File: src/rtl/uart_pkg.sv
// Shared types and helpers for the UART transmitter.
package uart_pkg;

  typedef enum logic [1:0] {
    PAR_NONE = 2'd0,
    PAR_ODD  = 2'd1,
    PAR_EVEN = 2'd2
  } parity_e;

  typedef enum logic [2:0] {
    IDLE,
    START,
    DATA,
    PAR,
    STOP
  } tx_state_e;

  function automatic int unsigned frame_cycles(input int unsigned clk_div,
                                               input int unsigned data_bits,
                                               input int unsigned parity,
                                               input int unsigned stop_bits);
    return (1 + data_bits + ((parity != 0) ? 1 : 0) + stop_bits) * clk_div;
  endfunction

endpackage

File: src/rtl/sync_fifo.sv
// Synchronous FIFO, first-word-fall-through read, with occupancy count.
// Pushes while full and pops while empty are ignored.
module sync_fifo #(
  parameter int WIDTH = 8,
  parameter int DEPTH = 16
) (
  input  logic                       clk,
  input  logic                       rst_n,
  input  logic                       push,
  input  logic [WIDTH-1:0]           push_data,
  input  logic                       pop,
  output logic [WIDTH-1:0]           pop_data,
  output logic                       full,
  output logic                       empty,
  output logic [$clog2(DEPTH+1)-1:0] level
);

  localparam int AW = $clog2(DEPTH);
  localparam int LW = $clog2(DEPTH + 1);

  logic [WIDTH-1:0] mem [DEPTH];
  logic [AW-1:0]    wr_ptr;
  logic [AW-1:0]    rd_ptr;
  logic             do_push;
  logic             do_pop;

  assign full     = (level == LW'(DEPTH));
  assign empty    = (level == '0);
  assign do_push  = push && !full;
  assign do_pop   = pop && !empty;
  assign pop_data = mem[rd_ptr];

  always_ff @(posedge clk or negedge rst_n) begin
    if (!rst_n) begin
      wr_ptr <= '0;
      rd_ptr <= '0;
      level  <= '0;
    end else begin
      if (do_push) wr_ptr <= wr_ptr + 1'b1;
      if (do_pop)  rd_ptr <= rd_ptr + 1'b1;
      if (do_push && !do_pop)
        level <= level + 1'b1;
      else if (do_pop && !do_push)
        level <= level - 1'b1;
    end
  end

  always_ff @(posedge clk) begin
    if (do_push) mem[wr_ptr] <= push_data;
  end

endmodule

File: src/rtl/uart_tx_fifo.sv
// UART transmitter with input FIFO: LSB-first frames, optional parity, 1-2 stop bits.
// Defining UART_TX_BREAK_EN adds the brk input for forcing a line break.
module uart_tx_fifo
  import uart_pkg::*;
#(
  parameter int CLK_DIV    = 5208,
  parameter int DATA_BITS  = 8,
  parameter int PARITY     = 0,
  parameter int STOP_BITS  = 1,
  parameter int FIFO_DEPTH = 16
) (
  input  logic                            clk,
  input  logic                            rst,
  input  logic [7:0]                      in_data,
  input  logic                            in_valid,
`ifdef UART_TX_BREAK_EN
  input  logic                            brk,
`endif
  output logic                            in_ready,
  output logic                            txd,
  output logic                            busy,
  output logic [$clog2(FIFO_DEPTH+1)-1:0] fifo_level
);

  localparam int CNT_W = $clog2(CLK_DIV);
  localparam parity_e PMODE = parity_e'(PARITY[1:0]);

  if (CLK_DIV < 2 || DATA_BITS < 5 || DATA_BITS > 8 || PARITY < 0 || PARITY > 2 ||
      STOP_BITS < 1 || STOP_BITS > 2 || FIFO_DEPTH < 2 ||
      (FIFO_DEPTH & (FIFO_DEPTH - 1)) != 0) begin : g_bad_param
    $error("uart_tx_fifo: illegal parameter combination");
  end

  tx_state_e            state, state_d;
  logic [CNT_W-1:0]     cnt, cnt_d;
  logic [2:0]           bit_cnt, bit_d;
  logic [DATA_BITS-1:0] shift, shift_d;
  logic                 par_bit, par_d;
  logic                 txd_d, line_d;
  logic                 tick, pop, can_start;
  logic                 fifo_full, fifo_empty;
  logic [DATA_BITS-1:0] pop_data;
  logic                 unused_in;

  assign unused_in = ^in_data;

  sync_fifo #(
    .WIDTH(DATA_BITS),
    .DEPTH(FIFO_DEPTH)
  ) u_fifo (
    .clk      (clk),
    .rst_n    (rst),
    .push     (in_valid),
    .push_data(in_data[DATA_BITS-1:0]),
    .pop      (pop),
    .pop_data (pop_data),
    .full     (fifo_full),
    .empty    (fifo_empty),
    .level    (fifo_level)
  );

  assign in_ready = !fifo_full;
  assign busy     = (state != IDLE) || (fifo_level != '0);
  assign tick     = (cnt == CNT_W'(CLK_DIV - 1));

  always_comb begin
    state_d = state;
    cnt_d   = cnt;
    bit_d   = bit_cnt;
    shift_d = shift;
    par_d   = par_bit;
    pop     = 1'b0;
    if (state != IDLE) cnt_d = tick ? '0 : cnt + 1'b1;
    unique case (state)
      IDLE: begin
        if (!fifo_empty && can_start) begin
          pop     = 1'b1;
          shift_d = pop_data;
          par_d   = (^pop_data) ^ (PMODE == PAR_ODD);
          bit_d   = '0;
          cnt_d   = '0;
          state_d = START;
        end
      end
      START: begin
        if (tick) begin
          bit_d   = '0;
          state_d = DATA;
        end
      end
      DATA: begin
        if (tick) begin
          shift_d = shift >> 1;
          if (bit_cnt == 3'(DATA_BITS - 1)) begin
            bit_d   = '0;
            state_d = (PMODE != PAR_NONE) ? PAR : STOP;
          end else begin
            bit_d = bit_cnt + 1'b1;
          end
        end
      end
      PAR: begin
        if (tick) begin
          bit_d   = '0;
          state_d = STOP;
        end
      end
      STOP: begin
        if (tick) begin
          if (bit_cnt == 3'(STOP_BITS - 1)) begin
            // Chain straight into the next start bit so queued frames leave no idle gap.
            if (!fifo_empty && can_start) begin
              pop     = 1'b1;
              shift_d = pop_data;
              par_d   = (^pop_data) ^ (PMODE == PAR_ODD);
              bit_d   = '0;
              state_d = START;
            end else begin
              state_d = IDLE;
            end
          end else begin
            bit_d = bit_cnt + 1'b1;
          end
        end
      end
      default: state_d = IDLE;
    endcase

    unique case (state_d)
      START:   txd_d = 1'b0;
      DATA:    txd_d = shift_d[0];
      PAR:     txd_d = par_d;
      default: txd_d = 1'b1;
    endcase
  end

`ifdef UART_TX_BREAK_EN
  logic             masked;
  logic [CNT_W-1:0] guard_cnt;

  // Line stays masked until the FSM has idled a full bit period after brk drops.
  always_ff @(posedge clk or negedge rst) begin
    if (!rst) begin
      masked    <= 1'b0;
      guard_cnt <= '0;
    end else if (brk) begin
      masked    <= 1'b1;
      guard_cnt <= '0;
    end else if (masked && state == IDLE) begin
      if (guard_cnt == CNT_W'(CLK_DIV - 1)) begin
        masked    <= 1'b0;
        guard_cnt <= '0;
      end else begin
        guard_cnt <= guard_cnt + 1'b1;
      end
    end
  end

  assign can_start = !brk && !masked;
  assign line_d    = brk ? 1'b0 : (masked ? 1'b1 : txd_d);
`else
  assign can_start = 1'b1;
  assign line_d    = txd_d;
`endif

  always_ff @(posedge clk or negedge rst) begin
    if (!rst) begin
      state   <= IDLE;
      cnt     <= '0;
      bit_cnt <= '0;
      shift   <= '0;
      par_bit <= 1'b0;
      txd     <= 1'b1;
    end else begin
      state   <= state_d;
      cnt     <= cnt_d;
      bit_cnt <= bit_d;
      shift   <= shift_d;
      par_bit <= par_d;
      txd     <= line_d;
    end
  end

endmodule

File: config.mk
export PLATFORM = sky130hd
export DESIGN_NAME = uart_tx_fifo
export DESIGN_NICKNAME = d
export VERILOG_FILES = /design/src/rtl/uart_pkg.sv /design/src/rtl/sync_fifo.sv /design/src/rtl/uart_tx_fifo.sv
export SDC_FILE = /design/constraint.sdc
export NUM_CORES = 1
export LEC_CHECK = 0
export ABC_AREA = 1
export CAP_MARGIN = 5
export CORE_MARGIN = 2
export CORE_UTILIZATION = 31
export CTS_BUF_LIST = sky130_fd_sc_hd__clkbuf_8
export CTS_CLUSTER_SIZE = 20
export DETAILED_ROUTE_END_ITERATION = 8
export GPL_TIMING_DRIVEN = 1
export SYNTH_ARGS = -nofsm -noshare
export SYNTH_HDL_FRONTEND = slang
export SYNTH_SLANG_ARGS = --single-unit
File: constraint.sdc
create_clock -name clk -period 2.7 [get_ports clk]
set_input_delay 0.405 -clock clk [delete_from_list [all_inputs] [get_ports clk]]
set_output_delay 0.405 -clock clk [all_outputs]
set_load 0.05 [all_outputs]
## After elaboration in Yosys (flattened, before gate mapping)

Memories as Yosys holds them, arrays and structs flattened.
Index checks and enable logic that the tools add are counted.

- Memory bits (writable): 128
- Logic and storage cells: 90
- Memories: 1
- Input port bits: 11
- Register bits after elaboration: 42

Memories:

| name | depth | bits a word | rd ports | clocked after Yosys merged registers in | write ports | line | source |
|---|---|---|---|---|---|---|---|
| u_fifo.mem | 16 | 8 | 1 | 0 | 1 | sync_fifo.sv:21 | `logic [WIDTH-1:0] mem [DEPTH];` |

- Reductions and logical operators: 21
- Muxes and demuxes: 38
- Equality and inequality tests: 14
- $add $sub $neg: 6

Operator list:

| operator | count |
|---|---|
| $mux W13 | 4 |
| $mux W3 | 13 |
| $mux W8 | 4 |
| $pmux W8 S3 | 1 |
| $pmux W3 S5 | 1 |
| $add A13 B1 Y13 const B | 1 |
| $eq A13 B13 Y1 const B | 1 |
| $eq A3 B2 Y1 const B | 4 |
| $pmux W3 S4 | 1 |
| $mux W5 | 2 |
| $mux W1 | 9 |
| $add A4 B1 Y4 const B | 2 |
| $reduce_and A4 Y1 | 2 |
| $reduce_xor A8 Y1 | 1 |
| $eq A3 B1 Y1 const B | 2 |
| $eq A3 B3 Y1 const B | 2 |
| $logic_not A3 Y1 | 2 |
| $ne A2 B2 Y1 const B | 3 |
| $reduce_bool A3 Y1 | 2 |
| $add A5 B1 Y5 const B | 1 |
| $eq A5 B5 Y1 const B | 1 |
| $logic_not A5 Y1 | 1 |
| $reduce_bool A5 Y1 | 1 |
| $sub A5 B1 Y5 const B | 1 |
| other kinds (10) | 17 |

## Depth between registers and ports, before layout

- Depth in word-level cells: 9
- Depth in mapped cells: 21
- Mapped depth without buffers: 21

## By module

From an unflattened synthesis, not the netlist that was laid out.

- Cell total of the unflattened synthesis: 903
- Area total of the unflattened synthesis: 8204.1 um^2

Modules (own cells, without submodules):

| module | instances | area an instance (um^2) | cells each |
|---|---|---|---|
| sync_fifo | 1 | 6223.5 | 620 |
| uart_tx_fifo | 1 | 1980.6 | 283 |

## Worst setup path before layout

Ideal clock, no wire load.

- Kind: register to register
- Start point: reg u_fifo.level[0]
- End point: reg u_fifo.level[4]
- Buffers on the path: 0
- Stages on the path, launching flop included: 14
- Arrival: 2975 ps
- Setup time: 145 ps
- Path slack: -420 ps
- Cell sequence: dfrtp_1 nor4_1 nand2_1 nand2_1 clkinv_1 ha_1 inv_1 ha_1 a21o_1 a21oi_1 nand2_1 nand2_1 nor2_1 xor2_1

RTL lines:

| element | line | source |
|---|---|---|
| start: declaration | sync_fifo.sv:15 | `output logic [$clog2(DEPTH+1)-1:0] level` |
| start signal: assignment | sync_fifo.sv:42 | `level <= level + 1'b1;` |
| start signal: assignment | sync_fifo.sv:44 | `level <= level - 1'b1;` |
| $eq A5 B5 Y1 * | sync_fifo.sv:27 | `assign full = (level == LW'(DEPTH));` |
| $logic_not A1 Y1 * | n/a |  |
| named net in_ready | uart_tx_fifo.sv:19 | `output logic in_ready,` |
| $logic_and A1 B1 Y1 * | sync_fifo.sv:29 | `assign do_push = push && !full;` |
| named net u_fifo.do_push | sync_fifo.sv:24 | `logic do_push;` |
| $logic_not A1 Y1 | sync_fifo.sv:43 | `else if (do_pop && !do_push)` |
| $logic_and A1 B1 Y1 | sync_fifo.sv:43 |  |
| $reduce_bool A2 Y1 (no source line) | n/a |  |

The timed path passes the listed nets; every way through them passes the cells marked *. The select of a mux whose other input is x is not followed.
A chain may end at the register's enable or synchronous reset.

## Final worst setup path

- Start point: reg cnt[0]
- End point: reg u_fifo.level[4]

- Cells in the longest elaborated chain, start to end: 7

Ends and longest elaborated chain:

| element | line | source |
|---|---|---|
| start: declaration | uart_tx_fifo.sv:35 | `logic [CNT_W-1:0] cnt, cnt_d;` |
| start signal: assignment | uart_tx_fifo.sv:176 | `cnt <= cnt_d;` |
| $eq A13 B13 Y1 * | uart_tx_fifo.sv:64 | `assign tick = (cnt == CNT_W'(CLK_DIV - 1));` |
| $mux W1 * | uart_tx_fifo.sv:109 | `if (tick) begin` |
| $pmux W1 S2 * | uart_tx_fifo.sv:74 | `unique case (state)` |
| $logic_and A1 B1 Y1 * | sync_fifo.sv:30 | `assign do_pop = pop && !empty;` |
| $logic_not A1 Y1 | sync_fifo.sv:41 | `if (do_push && !do_pop)` |
| $logic_and A1 B1 Y1 | sync_fifo.sv:41 |  |
| $mux W5 or $reduce_bool A2 Y1 (tied branches) | n/a |  |

Mark *: on every way between the ends. The rest lies on a longest branch, timed or not.

==> summary.md <==
| Metric | Value |
|---|---|
| TritonCTS clock tree | built |
| Largest family of logic cells by synthesized area | simple AND/OR/NAND/NOR gates |
| Max FO, Critical Path | 4 |
| Crit path capture type | flip-flop |
| Maximum root-to-sink buffer count | 2 |
| Skew final | about 0.024 ns |
| First-pass GRT wire length | between 20000 and 30000 µm |
| Overflow after GRT | 0 |
| Hpwl dp | approximately 11000 µm |
| Gp weighted congestion | 0.807 |
| HP Class | in2async |
| Antenna cells | 0 |
| Count of cell types in the netlist | 39 |
| Max_cap viols | 0 |
| Most numerous cell in the Yosys netlist | nand2_1 |
| Gr busiest metal | met2 |
| 1st-iter DRT viols | roughly 430 |
| FF+latch count, synth | 170 |
| Die width | approximately 160 µm |
| Worst vdd ir | approximately 340 µV |
| Die Height | about 160 µm |
| Final hold violations | 0 |
| Slew Limit Headroom | between 30% and 40% |
| Post-place setup slack | 0.0109 ns |
| Tot Pwr | 0.00613 W |
| Status | completed |
| Required @ worst endpoint | approximately 3.0 ns |
| # setup viols final | 0 |
| DRC errors left | 0 |
| Pleak | a little under 4 nW |
| Least-Margin Pin Slew | 0.943 ns |
| Via Count | roughly 5500 |
| Mux contribution to synthesized area | 0% |
| RSZ-0062 raised after global routing | yes |
| Grt met2 use | between 20% and 30% |
| Synth Area in Compound Gates | between 4 and 5% |
| Cell Area, Synth | approximately 0.008 mm² |
| Share of the synthesized area in the top cell type | 48.5% |
| Largest net degree at the start of global routing | 46 |
| Post-synth EDFFs | between 100 and 150 |
| Routed wire length | ~17000 µm |
| Synth area leader | edfxtp_1 |
| Die area | 0.0268 mm² |
| Highest Clock Rate | 0.374 GHz |
| Post-Synth Adder-Cell Area | approximately 2.3% |
| Final ANT Viol Nets | 0 |
| # rows | 58 |
| Final Util | between 30 and 40% |
| DR vias/cell | 4.53 |
| Synth Area in Simple Gates | between 20% and 30% |
| I/O pin count | 19 |
| Worst skew pair latency | between 0.4 and 0.5 ns |
| Fin. max-slew vios | 0 |
| Async SR Flop Fraction | 24.7% |
| CTS buffer count | 17 |
| Layout area overhead | 15.7% |
| Syn_nets | about 850 |
| Post-Synthesis Cells | a little over 800 |
| # nets final | ~890 |
| Final WS setup | roughly 0.023 ns |
| Critical path arrival | approximately 3 ns |
| Wire per inst | about 14 µm |
| Critical Path Source Type | flip-flop |
| GR Util All Layers | between 10% and 20% |
| Dominant synthesized flop cell | edfxtp_1 |
| Min Tclk post-route | roughly 2.7 ns |
| Vias in the first global route | ~5300 |
| CTS H-tree lvls | 4 |
| Ys Warns | 0 |
| Commonest cells in the netlist | nand2_1 (266), edfxtp_1 (128), inv_1 (97) |
| Xor/xnor cell area share of the yosys netlist | 1.44% |
| Core area | ~0.025 mm² |
| Post-synthesis sequential area ratio | ~62% |
| Clock transition at the registers of the reported paths | approximately 0.10 ns |
| Initial antenna violation count | 0 |
| Final Cycle Share | between 90% and 100% |
| Critical path class | reg2reg |
| Layout cells sized above 1 | 12.4% |
| Clock root buffer | clkbuf_8 |
| Fin Setup TNS | 0 ns |
| Avg Synthesized Cell Area | 9.64 µm² |
| PD cells | 669 mW/mm² |
| Initial core utilization | between 30% and 40% |
| GR Util met1 | 17.4% |
| Met3 track demand over resource | approximately 2.6% |
| Clock Sinks | 170 |
| PortBufs | 18 |
| Top post-synthesis cells by area | edfxtp_1 (49%), dfrtp_1 (13%), nand2_1 (13%) |
| First drt pass iteration count | 5 |
metrics by stage:
stage | cell area [µm²] | hold slack, ns | instances
global placement | 8660 | 0.490 | 1170
finish | 9160 | 0.0744 | 1209
global route | 9160 | 0.138 | 1209
detailed placement | 8660 | 0.500 | 1170
floorplan | 7990 | 0.109 | 822
CTS | 9100 | 0.0805 | 1205
power breakdown:
part | total, W | switching [W] | internal, W
logic | 0.00102 | 0.000674 | 0.000349
registers | 0.00322 | 0.000138 | 0.00308
clock network | 0.00188 | 0.00109 | 0.000796
total | 0.00613 | 0.00190 | 0.00423
cell usage in the layout, fill, tap and decap left out, types with 16 or more instances in the layout:
| cell type | synthesis | final |
|---|---|---|
| clkdlybuf4s50_1 | 0 | 16 |
| nand3_1 | 92 | 91 |
| edfxtp_1 | 128 | 128 |
| nand2_1 | 266 | 263 |
| buf_4 | 5 | 30 |
| dfrtp_1 | 41 | 37 |
| nor2_1 | 56 | 52 |
| inv_1 | 97 | 94 |
| o21ai_0 | 23 | 23 |
| clkbuf_8 | 0 | 17 |
state kept, by name, indices dropped and copies added (netlist names):
name           flops
bit_cnt            3
par_bit            1
cnt               13
u_fifo.mem       128
txd                1
state              3
shift              8
u_fifo.wr_ptr      4
u_fifo.rd_ptr      4
u_fifo.level       5
logic make-up (layout without fill, tap and decap cells):
family,count (synthesis),count (layout)
AND/OR/NAND/NOR,435,435
adder cells (fa/ha/maj),14,14
buffers and inverters,133,190
flip-flops,170,170
XOR/XNOR,13,13
AO/OA/AOI/OAI,57,57
worst paths after layout:
kind	start	to	slack (ns)	cells after the start
worst max-delay path	cnt[0]$_DFF_PN0_	u_fifo.level[4]$_DFFE_PN0P_	0.02	21
worst min-delay path	rst	cnt[5]$_DFF_PN0_	0.07	1
worst max register to register	cnt[0]$_DFF_PN0_	u_fifo.level[4]$_DFFE_PN0P_	0.02	21
worst min register to register	shift[1]$_DFFE_PN0P_	shift[1]$_DFFE_PN0P_	0.52	2
max in group asynchronous	rst	u_fifo.level[0]$_DFFE_PN0P_	1.96	1
min in group clk	shift[1]$_DFFE_PN0P_	shift[1]$_DFFE_PN0P_	0.52	2
layer usage:
layer	vias up	part of all wire [%]	routed length, µm
met3	14	2.7	469
met5	-	0	0
met1	2611	45	7710
met4	0	1.6	278
li1	2773	-	-
met2	74	51	8720
worst max-delay path, cell delays in order (launching register included):
cell and delay [ns]:
dfrtp_1 0.38, ha_2 0.19, nand2_2 0.06, inv_2 0.06
nand3_2 0.06, nor2_2 0.12, nand2_2 0.09, nor2_4 0.14
nor2_2 0.04, nor2_2 0.14, inv_2 0.08, nor2_8 0.10
inv_4 0.04, ha_4 0.16, inv_4 0.07, ha_4 0.21
a21o_1 0.17, a21oi_2 0.15, nand2_1 0.07, nand2_1 0.07
nor2_2 0.04, xor2_1 0.13
final cells by class:
type / instances / area (µm²)
Timing Repair Buffer: 51 / 470
Clock inverter: 15 / 191
Fill cell: 2541 / 15900
Multi-Input combinational cell: 519 / 2540
Clock buffer: 17 / 234
Sequential cell: 170 / 4900
Tap cell: 330 / 413
Inverter: 107 / 409
timing repair:
action	in CTS	in global routing
endpoints found under the setup margin	1	2
pin swaps	6	14
gates resized for setup	0	9
setup buffers	3	4
cloned	0	0
hold buffers	0	0
No activity file was read; power rests on OpenSTA's default activity.
